<file path="config.mk">
export PLATFORM = sky130hd
export DESIGN_NAME = lcd_timing
export DESIGN_NICKNAME = d
export VERILOG_FILES = /design/src/rtl/lcd_pkg.sv /design/src/rtl/lcd_delay.sv /design/src/rtl/lcd_timing.sv
export SDC_FILE = /design/constraint.sdc
export NUM_CORES = 1
export LEC_CHECK = 0
export BUFFER_PORTS_ARGS = -buffer_cell sky130_fd_sc_hd__buf_2
export CORE_AREA = 2 2 110 112
export DETAILED_ROUTE_END_ITERATION = 10
export DIE_AREA = 0 0 112 114
export PLACE_DENSITY = 0.45
export SLEW_MARGIN = 20
export SYNTH_ARGS = -nofsm -noshare
export SYNTH_HDL_FRONTEND = slang
export SYNTH_SLANG_ARGS = --single-unit
export TNS_END_PERCENT = 30
</file>
<file path="constraint.sdc">
create_clock -name clock -period 2.67 [get_ports clock]
set_clock_uncertainty 0.05 [all_clocks]
set_input_delay 0.1335 -clock clock [delete_from_list [all_inputs] [get_ports clock]]
set_output_delay 0.1335 -clock clock [all_outputs]
set_load 0.05 [all_outputs]
</file>
<file path="src/rtl/lcd_pkg.sv">
// Shared timing defaults for the LCD timing generator.
// Holds the default 800x480 panel timing, the derived line/frame totals,
// the sync/de bundle type carried down the delay pipeline and its idle value.
package lcd_pkg;

    localparam int DEF_H_ACTIVE      = 800;
    localparam int DEF_H_FRONT       = 40;
    localparam int DEF_H_SYNC        = 48;
    localparam int DEF_H_BACK        = 40;
    localparam int DEF_V_ACTIVE      = 480;
    localparam int DEF_V_FRONT       = 13;
    localparam int DEF_V_SYNC        = 3;
    localparam int DEF_V_BACK        = 29;
    localparam int DEF_PIXEL_LATENCY = 1;

    // Counters are 10 bits wide, so every total must fit below 1024.
    localparam int CNT_W = 10;

    // Length of a line or frame as the sum of its four regions.
    function automatic logic [CNT_W-1:0] span_total(input int active, input int front,
                                                    input int sync, input int back);
        return CNT_W'(active + front + sync + back);
    endfunction

    localparam logic [CNT_W-1:0] DEF_H_TOTAL =
        span_total(DEF_H_ACTIVE, DEF_H_FRONT, DEF_H_SYNC, DEF_H_BACK);
    localparam logic [CNT_W-1:0] DEF_V_TOTAL =
        span_total(DEF_V_ACTIVE, DEF_V_FRONT, DEF_V_SYNC, DEF_V_BACK);

    // Panel control bundle; syncs are active-low, de active-high.
    typedef struct packed {
        logic hs;
        logic vs;
        logic de;
    } sync_t;

    localparam sync_t SYNC_IDLE = '{hs: 1'b1, vs: 1'b1, de: 1'b0};

endpackage

</file>
<file path="src/rtl/lcd_delay.sv">
// Resettable shift-register delay line.
// Ports: clock/reset_n (async active-low, stages load IDLE),
//        data_in  -> value entering the first stage,
//        data_out -> value after DEPTH clocks,
//        last_in  -> value about to be loaded into the final stage
//                    (i.e. what data_out becomes on the next edge).
module lcd_delay #(
    parameter int               WIDTH = 3,
    parameter int               DEPTH = 2,
    parameter logic [WIDTH-1:0] IDLE  = '0
) (
    input  logic             clock,
    input  logic             reset_n,
    input  logic [WIDTH-1:0] data_in,
    output logic [WIDTH-1:0] data_out,
    output logic [WIDTH-1:0] last_in
);

    logic [WIDTH-1:0] stage_r [DEPTH];

    // Shift chain, all stages returning to IDLE on reset.
    always_ff @(posedge clock or negedge reset_n) begin
        if (!reset_n) begin
            for (int i = 0; i < DEPTH; i++) begin
                stage_r[i] <= IDLE;
            end
        end else begin
            stage_r[0] <= data_in;
            for (int i = 1; i < DEPTH; i++) begin
                stage_r[i] <= stage_r[i-1];
            end
        end
    end

    assign data_out = stage_r[DEPTH-1];

    generate
        if (DEPTH == 1) begin : g_single
            assign last_in = data_in;
        end else begin : g_multi
            assign last_in = stage_r[DEPTH-2];
        end
    endgenerate

endmodule

</file>
<file path="src/rtl/lcd_timing.sv">
// LCD panel timing generator.
// Ports: clock, reset_n (async active-low);
//        x, y          -> pixel coordinate to the pattern generator (0 outside active area);
//        red/green/blue <- pattern data, PIXEL_LATENCY clocks behind x/y;
//        lcd_r/g/b     -> panel pixel data, zero whenever lcd_de is low;
//        lcd_hs, lcd_vs -> active-low syncs; lcd_de -> active-high data enable;
//        frame_start   -> one-clock pulse alongside x=0,y=0 of each frame.
module lcd_timing
    import lcd_pkg::*;
#(
    parameter int H_ACTIVE      = DEF_H_ACTIVE,
    parameter int H_FRONT       = DEF_H_FRONT,
    parameter int H_SYNC        = DEF_H_SYNC,
    parameter int H_BACK        = DEF_H_BACK,
    parameter int V_ACTIVE      = DEF_V_ACTIVE,
    parameter int V_FRONT       = DEF_V_FRONT,
    parameter int V_SYNC        = DEF_V_SYNC,
    parameter int V_BACK        = DEF_V_BACK,
    parameter int PIXEL_LATENCY = DEF_PIXEL_LATENCY
) (
    input  logic       clock,
    input  logic       reset_n,
    output logic [9:0] x,
    output logic [9:0] y,
    input  logic [7:0] red,
    input  logic [7:0] green,
    input  logic [7:0] blue,
    output logic [7:0] lcd_r,
    output logic [7:0] lcd_g,
    output logic [7:0] lcd_b,
    output logic       lcd_hs,
    output logic       lcd_vs,
    output logic       lcd_de,
    output logic       frame_start
);

    localparam logic [9:0] H_TOTAL  = span_total(H_ACTIVE, H_FRONT, H_SYNC, H_BACK);
    localparam logic [9:0] V_TOTAL  = span_total(V_ACTIVE, V_FRONT, V_SYNC, V_BACK);
    localparam logic [9:0] H_ACT    = 10'(H_ACTIVE);
    localparam logic [9:0] V_ACT    = 10'(V_ACTIVE);
    localparam logic [9:0] HS_START = 10'(H_ACTIVE + H_FRONT);
    localparam logic [9:0] HS_END   = 10'(H_ACTIVE + H_FRONT + H_SYNC);
    localparam logic [9:0] VS_START = 10'(V_ACTIVE + V_FRONT);
    localparam logic [9:0] VS_END   = 10'(V_ACTIVE + V_FRONT + V_SYNC);

    logic [9:0] h_count_r;
    logic [9:0] v_count_r;
    logic       h_last_s;
    logic       v_last_s;
    logic       de_s;
    logic       hs_s;
    logic       vs_s;
    logic       frame_first_s;

    logic [9:0] x_r;
    logic [9:0] y_r;
    logic       frame_start_r;
    sync_t      sync_r;
    sync_t      sync_out_s;
    sync_t      sync_pre_s;
    logic [7:0] lcd_r_r;
    logic [7:0] lcd_g_r;
    logic [7:0] lcd_b_r;

    // Wrap detection and region decode of the current counter state.
    always_comb begin
        h_last_s      = (h_count_r == H_TOTAL - 10'd1);
        v_last_s      = (v_count_r == V_TOTAL - 10'd1);
        de_s          = (h_count_r < H_ACT) && (v_count_r < V_ACT);
        hs_s          = !((h_count_r >= HS_START) && (h_count_r < HS_END));
        vs_s          = !((v_count_r >= VS_START) && (v_count_r < VS_END));
        frame_first_s = (h_count_r == 10'd0) && (v_count_r == 10'd0);
    end

    // Horizontal and vertical position counters; v steps on every h wrap.
    always_ff @(posedge clock or negedge reset_n) begin
        if (!reset_n) begin
            h_count_r <= 10'd0;
            v_count_r <= 10'd0;
        end else if (h_last_s) begin
            h_count_r <= 10'd0;
            v_count_r <= v_last_s ? 10'd0 : v_count_r + 10'd1;
        end else begin
            h_count_r <= h_count_r + 10'd1;
        end
    end

    // Registered coordinates, frame pulse and undelayed sync/de.
    always_ff @(posedge clock or negedge reset_n) begin
        if (!reset_n) begin
            x_r           <= 10'd0;
            y_r           <= 10'd0;
            frame_start_r <= 1'b0;
            sync_r        <= SYNC_IDLE;
        end else begin
            x_r           <= de_s ? h_count_r : 10'd0;
            y_r           <= de_s ? v_count_r : 10'd0;
            frame_start_r <= de_s && frame_first_s;
            sync_r        <= '{hs: hs_s, vs: vs_s, de: de_s};
        end
    end

    // One extra stage beyond the pattern latency covers the pixel data register.
    lcd_delay #(
        .WIDTH (3),
        .DEPTH (PIXEL_LATENCY + 1),
        .IDLE  (SYNC_IDLE)
    ) u_sync_delay (
        .clock    (clock),
        .reset_n  (reset_n),
        .data_in  (sync_r),
        .data_out (sync_out_s),
        .last_in  (sync_pre_s)
    );

    // Pixel data register, blanked by the de value that lcd_de takes on the same edge.
    always_ff @(posedge clock or negedge reset_n) begin
        if (!reset_n) begin
            lcd_r_r <= 8'd0;
            lcd_g_r <= 8'd0;
            lcd_b_r <= 8'd0;
        end else if (sync_pre_s.de) begin
            lcd_r_r <= red;
            lcd_g_r <= green;
            lcd_b_r <= blue;
        end else begin
            lcd_r_r <= 8'd0;
            lcd_g_r <= 8'd0;
            lcd_b_r <= 8'd0;
        end
    end

    assign x           = x_r;
    assign y           = y_r;
    assign frame_start = frame_start_r;
    assign lcd_hs      = sync_out_s.hs;
    assign lcd_vs      = sync_out_s.vs;
    assign lcd_de      = sync_out_s.de;
    assign lcd_r       = lcd_r_r;
    assign lcd_g       = lcd_g_r;
    assign lcd_b       = lcd_b_r;

endmodule
</file>
==> flow_metrics.tcl, run 1 <==
set metrics [dict create \
    syn_inst 233 \
    route.final.wire_length_mm 5.686 \
    first_global_vias 1963 \
    synth-edff-count 0 \
    synthArstFlopShare_pct 100.0 \
    die_h_um 114 \
    clock_sinks 74 \
    status "finished clean" \
    drive_above_1_share_pct 29.38 \
    vias 1967 \
    setup_tns_ns 0 \
    dp.final_hpwl_mm 3.779 \
    grt.busiest_layer "met2" \
    synthesis.nets 265 \
    die_x_um 112 \
    startpoint "h_count_r[0]" \
    grt-ovfl-total 0 \
    path_depth 5 \
    dr.pass1.iters 4 \
    dieArea_um2 12770 \
    synthTopCellsByArea "dfrtp_1 60%, and2_1 9.6%, dfstp_2 5.6%" \
    p_leak_nw 1.833 \
    cts_root_buf "clkbuf_16" \
    nFillCells 1190 \
    start_util_pct 24.05 \
    fin_crit_sh_pct 76.79 \
    synth_area_um2 2816 \
    ant_nets 0 \
    maxSlewViolCount 0 \
    post-route-min-period_ns 2.050 \
    yosys.cell_types.count 39 \
    holdPathStages 0 \
    wl_per_cell_um 11.75 \
    setup_violations 0 \
    clockBufferDepth 2 \
    syn_to_final_growth_pct 36.78 \
    power.density_nw_per_um2 618.3 \
    max_cap_violations 0 \
    rr_startpoint "h_count_r[0]" \
    postSynthAreaPerCell_um2 12.09 \
    track_usage_pct 9.578 \
    hold_violations 0 \
    placed_area_um2 3334 \
    drc 0 \
    synth_top_flop_cell "dfrtp_1" \
    instances_no_fill 484 \
    clk_pin_slew_ns 0.05 \
    antenna_found_initial 0 \
    path_cells "ha_1 > nand3_2 > or3_1 > nor3_2 > mux2_1" \
    required_ns 2.83 \
    ir_drop_mv 0.3098 \
    yosysTopAreaCell "dfrtp_1" \
    critPathMaxStageDelay_ns 0.52 \
    cts.repair.resized 0 \
    final_nets 364 \
    power_mw 2.382 \
    numCtsBuffers 9 \
    arrival_ns 2.21 \
    dp.cells 443 \
    synth_top_area_share_pct 60.42 \
    hold_start "sync_r[0]" \
    path_max_fanout 7 \
    crit_path_top_delay_cell "or3_1" \
    antenna_cells 0 \
    cts_tree "built" \
    grtUsageMet3_pct 3.507 \
    gp_congestion 0.7991 \
    gr-usage-met2_pct 15.07 \
    max_freq_mhz 487.7 \
    critPathLaunchType "flop" \
    reg2reg_depth 5 \
    hp-class "reg -> reg" \
    grt_pass1_wl_mm 9.473 \
    ys_seq_area_share_pct 66.02 \
    setup.worst_path.end_class "flop" \
    path_buf_inv 0 \
    post_drt_via_cell_ratio 4.064 \
    rows 40 \
    synth-seq-cells 74 \
    relSlewSlack_pct 38.40 \
    coreArea_um2 11710 \
    rsz0062_at_grt "no" \
    final_cell_area_um2 3852 \
    grt_max_degree 75 \
    critPathTopFamily "simple AND/OR/NAND/NOR gates" \
    utilization_pct 32.90 \
    hold_slack_ns 0.2969 \
    use_met1_pct 11.22 \
    drtIter0Drc 149 \
    worst_pin_slew_ns 0.9239 \
    pre_cts_ws_ns 0.6240 \
    worstSetupPathType "reg -> reg" \
    clk_latency_ns 0.33 \
    cts_htree_levels 3 \
    port_buffers 73 \
    io_pins 74 \
    yosysWarnings 0 \
    setup_slack_ns 0.6196 \
]
-- routing by layer --
layer  share of wire (%)  wire length (µm)
met1                  43              2443
met2                  48              2720
met3                 6.6               373
met4                 2.6               149
met5                   0                 0
-- report_power, final --
part | total, mW | switching, mW | internal (mW)
clock network | 1.07 | 0.415 | 0.651
registers | 1.15 | 0.00385 | 1.14
logic | 0.170 | 0.111 | 0.0591
-- placed cells by master (no fill, tap or decap), drive strengths merged, types with 3 or more instances in the layout --
cell type	count
dfstp	6
nor4	3
nand3	9
a21oi	3
or3	4
ha	6
nor3	8
clkbuf	13
o21ai	7
xnor2	4
dlygate4sd3	25
dfrtp	68
inv	7
and2	43
xor2	4
a21o	3
buf	76
nand2	12
nor2	11
-- what timing repair did --
action | CTS | global route
hold buffers | 25 | 0
setup buffers | 0 | 0
hold endpoints to repair | 92 | 0
-- final cells by class --
| cell class | instances | area, µm² | share of cell area [%] |
|---|---|---|---|
| tap | 147 | 183.9 | 4.774 |
| clock buffer | 13 | 250.2 | 6.496 |
| timing repair buffer | 101 | 640.6 | 16.63 |
| inverter | 7 | 26.28 | 0.6820 |
| sequential | 74 | 1859 | 48.26 |
| multi-input combinational | 139 | 874.6 | 22.70 |
| clock inverter | 3 | 17.52 | 0.4547 |
-- synthesized netlist by cell type (4+ instances only) --
cell,n
dfrtp_1,68
and2_1,43
dfstp_2,6
inv_1,7
clkbuf_1,7
xor2_1,4
nand2_1,12
nand3_1,8
nor2_1,11
buf_2,5
or3_1,4
o21ai_0,7
nor3_1,7
ha_1,6
xnor2_1,4
-- logic make-up after synthesis --
family	share of synthesized area, %
buf+inv	2.932
flops	66.01
compound gates	3.509
xor+xnor	2.488
simple gates	21.50
mux	0.7552
fa+ha+maj	2.665
other cells	0.1331
-- state kept, by name, indices dropped and copies added (netlist names) --
signal                 cells
lcd_g                      8
frame_start                1
v_count_r                 10
sync_r                     3
u_sync_delay.data_out      3
y                         10
h_count_r                 10
lcd_r                      8
u_sync_delay.last_in       3
x                         10
lcd_b                      8
-- path summary, 6_finish.rpt --
path | to | slack (ns)
worst min register to register | u_sync_delay.last_in[0] | 0.30
worst max register to register | v_count_r[7] | 0.62
worst min-delay path | u_sync_delay.last_in[0] | 0.30
max in group asynchronous | lcd_g[6] | 1.52
min in group asynchronous | lcd_r[0] | 0.44
worst max-delay path | v_count_r[7] | 0.62
(Power assumes the default switching activity.)
==> inputs of run 2 (changes only) <==
clock period = 2.1 ns   (was 2.67 ns; I/O delays follow)
==> run 2 against run 1 <==
Compared with the run above:
- global-route usage rose by 0.18 points
- first-iteration DRC count down 54%
- count of clock-buffer cells in the layout unchanged
- final cell count up 1.2%
- sequential share of layout area down 0.80 points
- total power up 29%
- core utilization up 0.56 points
- sequential power up 27%
- final area up 1.7%
- non-clock buffer count rose by 6
- clock power rose by 29%
==> flow_metrics.tcl, run 2 (synthesis results as in run 1) <==
set metrics [dict create \
    critPathLaunchType "flop" \
    post_drt_via_cell_ratio 4.051 \
    first_global_vias 2065 \
    clk_latency_ns 0.32 \
    ir_drop_mv 0.4468 \
    post-route-min-period_ns 1.927 \
    die_x_um 112 \
    reg2reg_depth 5 \
    drtIter0Drc 68 \
    grt_max_degree 33 \
    dieArea_um2 12770 \
    dp.cells 449 \
    cts_tree "built" \
    hp-class "in -> async" \
    mostFrequentLayoutCell "buf_2" \
    status "finished clean" \
    p_leak_nw 1.878 \
    start_util_pct 24.05 \
    worstSetupPathType "reg -> reg" \
    io_pins 74 \
    vias 1985 \
    setup_violations 0 \
    setup.worst_path.end_class "flop" \
    clock_sinks 74 \
    die_h_um 114 \
    arrival_ns 2.08 \
    setup_slack_ns 0.1725 \
    track_usage_pct 9.756 \
    cts.repair.resized 0 \
    power.density_nw_per_um2 781.8 \
    r2r_end "v_count_r[7]" \
    grt_pass1_wl_mm 9.763 \
    rr_startpoint "h_count_r[0]" \
    port_buffers 73 \
    coreArea_um2 11710 \
    fin_crit_sh_pct 91.78 \
    setup_tns_ns 0 \
    antenna_found_initial 0 \
    hold_violations 0 \
    instances_no_fill 490 \
    rsz0062_at_grt "no" \
    drive_above_1_share_pct 30.90 \
    worst_pin_slew_ns 0.5803 \
    cts_root_buf "clkbuf_16" \
    cts_htree_levels 3 \
    ant_nets 0 \
    syn_to_final_growth_pct 39.09 \
    utilization_pct 33.45 \
    drc 0 \
    clockBufferDepth 2 \
    ff2ff_setup_slack_ns 0.17 \
    gp_congestion 0.7636 \
    dr.pass1.iters 4 \
    wl_per_cell_um 12.02 \
    final_nets 370 \
    maxSlewViolCount 0 \
    grt-ovfl-total 0 \
    max_cap_violations 0 \
    dp.final_hpwl_mm 4.086 \
    numCtsBuffers 9 \
    relSlewSlack_pct 61.31 \
    route.final.wire_length_mm 5.890 \
    rows 40 \
    nFillCells 1205 \
    most-common-layout-cells "72 x buf_2, 68 x dfrtp_1, 43 x and2_1" \
    clk_pin_slew_ns 0.05 \
    required_ns 2.26 \
    pre_cts_ws_ns 0.1723 \
    antenna_cells 0 \
    path_max_fanout 6 \
    max_freq_mhz 518.8 \
]
run 2: cell count changes in the layout (fill, tap and decap cells not counted), sizes merged:
cell	delta
buf	+6
clkinv	+1
clkinvlp	-1
run 2: repair_timing:
| item | in CTS | in global routing |
|---|---|---|
| hold buffers | 25 | 0 |
| endpoints found under the hold margin | 54 | 0 |
| buffers inserted | 0 | 0 |
run 2: critical path: stages, from the launching register on:
cell and delay, ns:
dfrtp_1 0.41, ha_1 0.25, nand3_2 0.14, or3_1 0.44, nor3_2 0.20, mux2_1 0.33
run 2: metal layers:
| metal | part of all wire (%) | vias to the layer above | track usage [%] | wire length (µm) |
|---|---|---|---|---|
| li1 | - | 972 | - | - |
| met2 | 49 | 55 | 15.96 | 2890 |
| met5 | 0 | - | 0 | 0 |
| met1 | 44 | 952 | 11.54 | 2582 |
| met4 | 1.3 | 0 | 4.634 | 78 |
| met3 | 5.7 | 6 | 3.454 | 338 |
run 2: worst max path at each step:
stage | startpoint | endpoint | slack, ns
2_1_floorplan | h_count_r[0] | v_count_r[7] | 0.20
3_3_place_gp | h_count_r[0] | v_count_r[7] | 0.21
3_5_place_dp | h_count_r[0] | v_count_r[7] | 0.17
4_1_cts | h_count_r[0] | v_count_r[7] | 0.16
5_1_grt | h_count_r[0] | v_count_r[7] | 0.1
6_report | h_count_r[0] | v_count_r[7] | 0.17
run 2: area by class of cell:
type | instances | area, µm² | share of cell area (%)
clock buffers | 13 | 260.3 | 6.643
clock inverters | 3 | 15.01 | 0.3833
well taps | 147 | 183.9 | 4.695
flip-flops and latches | 74 | 1859 | 47.46
inverters | 7 | 26.28 | 0.6707
multi-input cells | 139 | 874.6 | 22.33
repair buffers | 107 | 698.2 | 17.82
run 2: power by group:
part | internal [mW] | switching [mW]
logic | 0.0802 | 0.143
registers | 1.45 | 0.00568
clock network | 0.857 | 0.525
run 2: through the flow:
stage | power, mW | hold slack (ns) | area [µm²]
3_3_place_gp | 1.671 | 0.01666 | 3392
6_report | 3.063 | 0.2130 | 3918
2_1_floorplan | 1.588 | -0.2406 | 2816
5_1_grt | 3.190 | 0.2392 | 3918
4_1_cts | 3.127 | 0.2077 | 3918
3_5_place_dp | 1.672 | 0.02510 | 3392
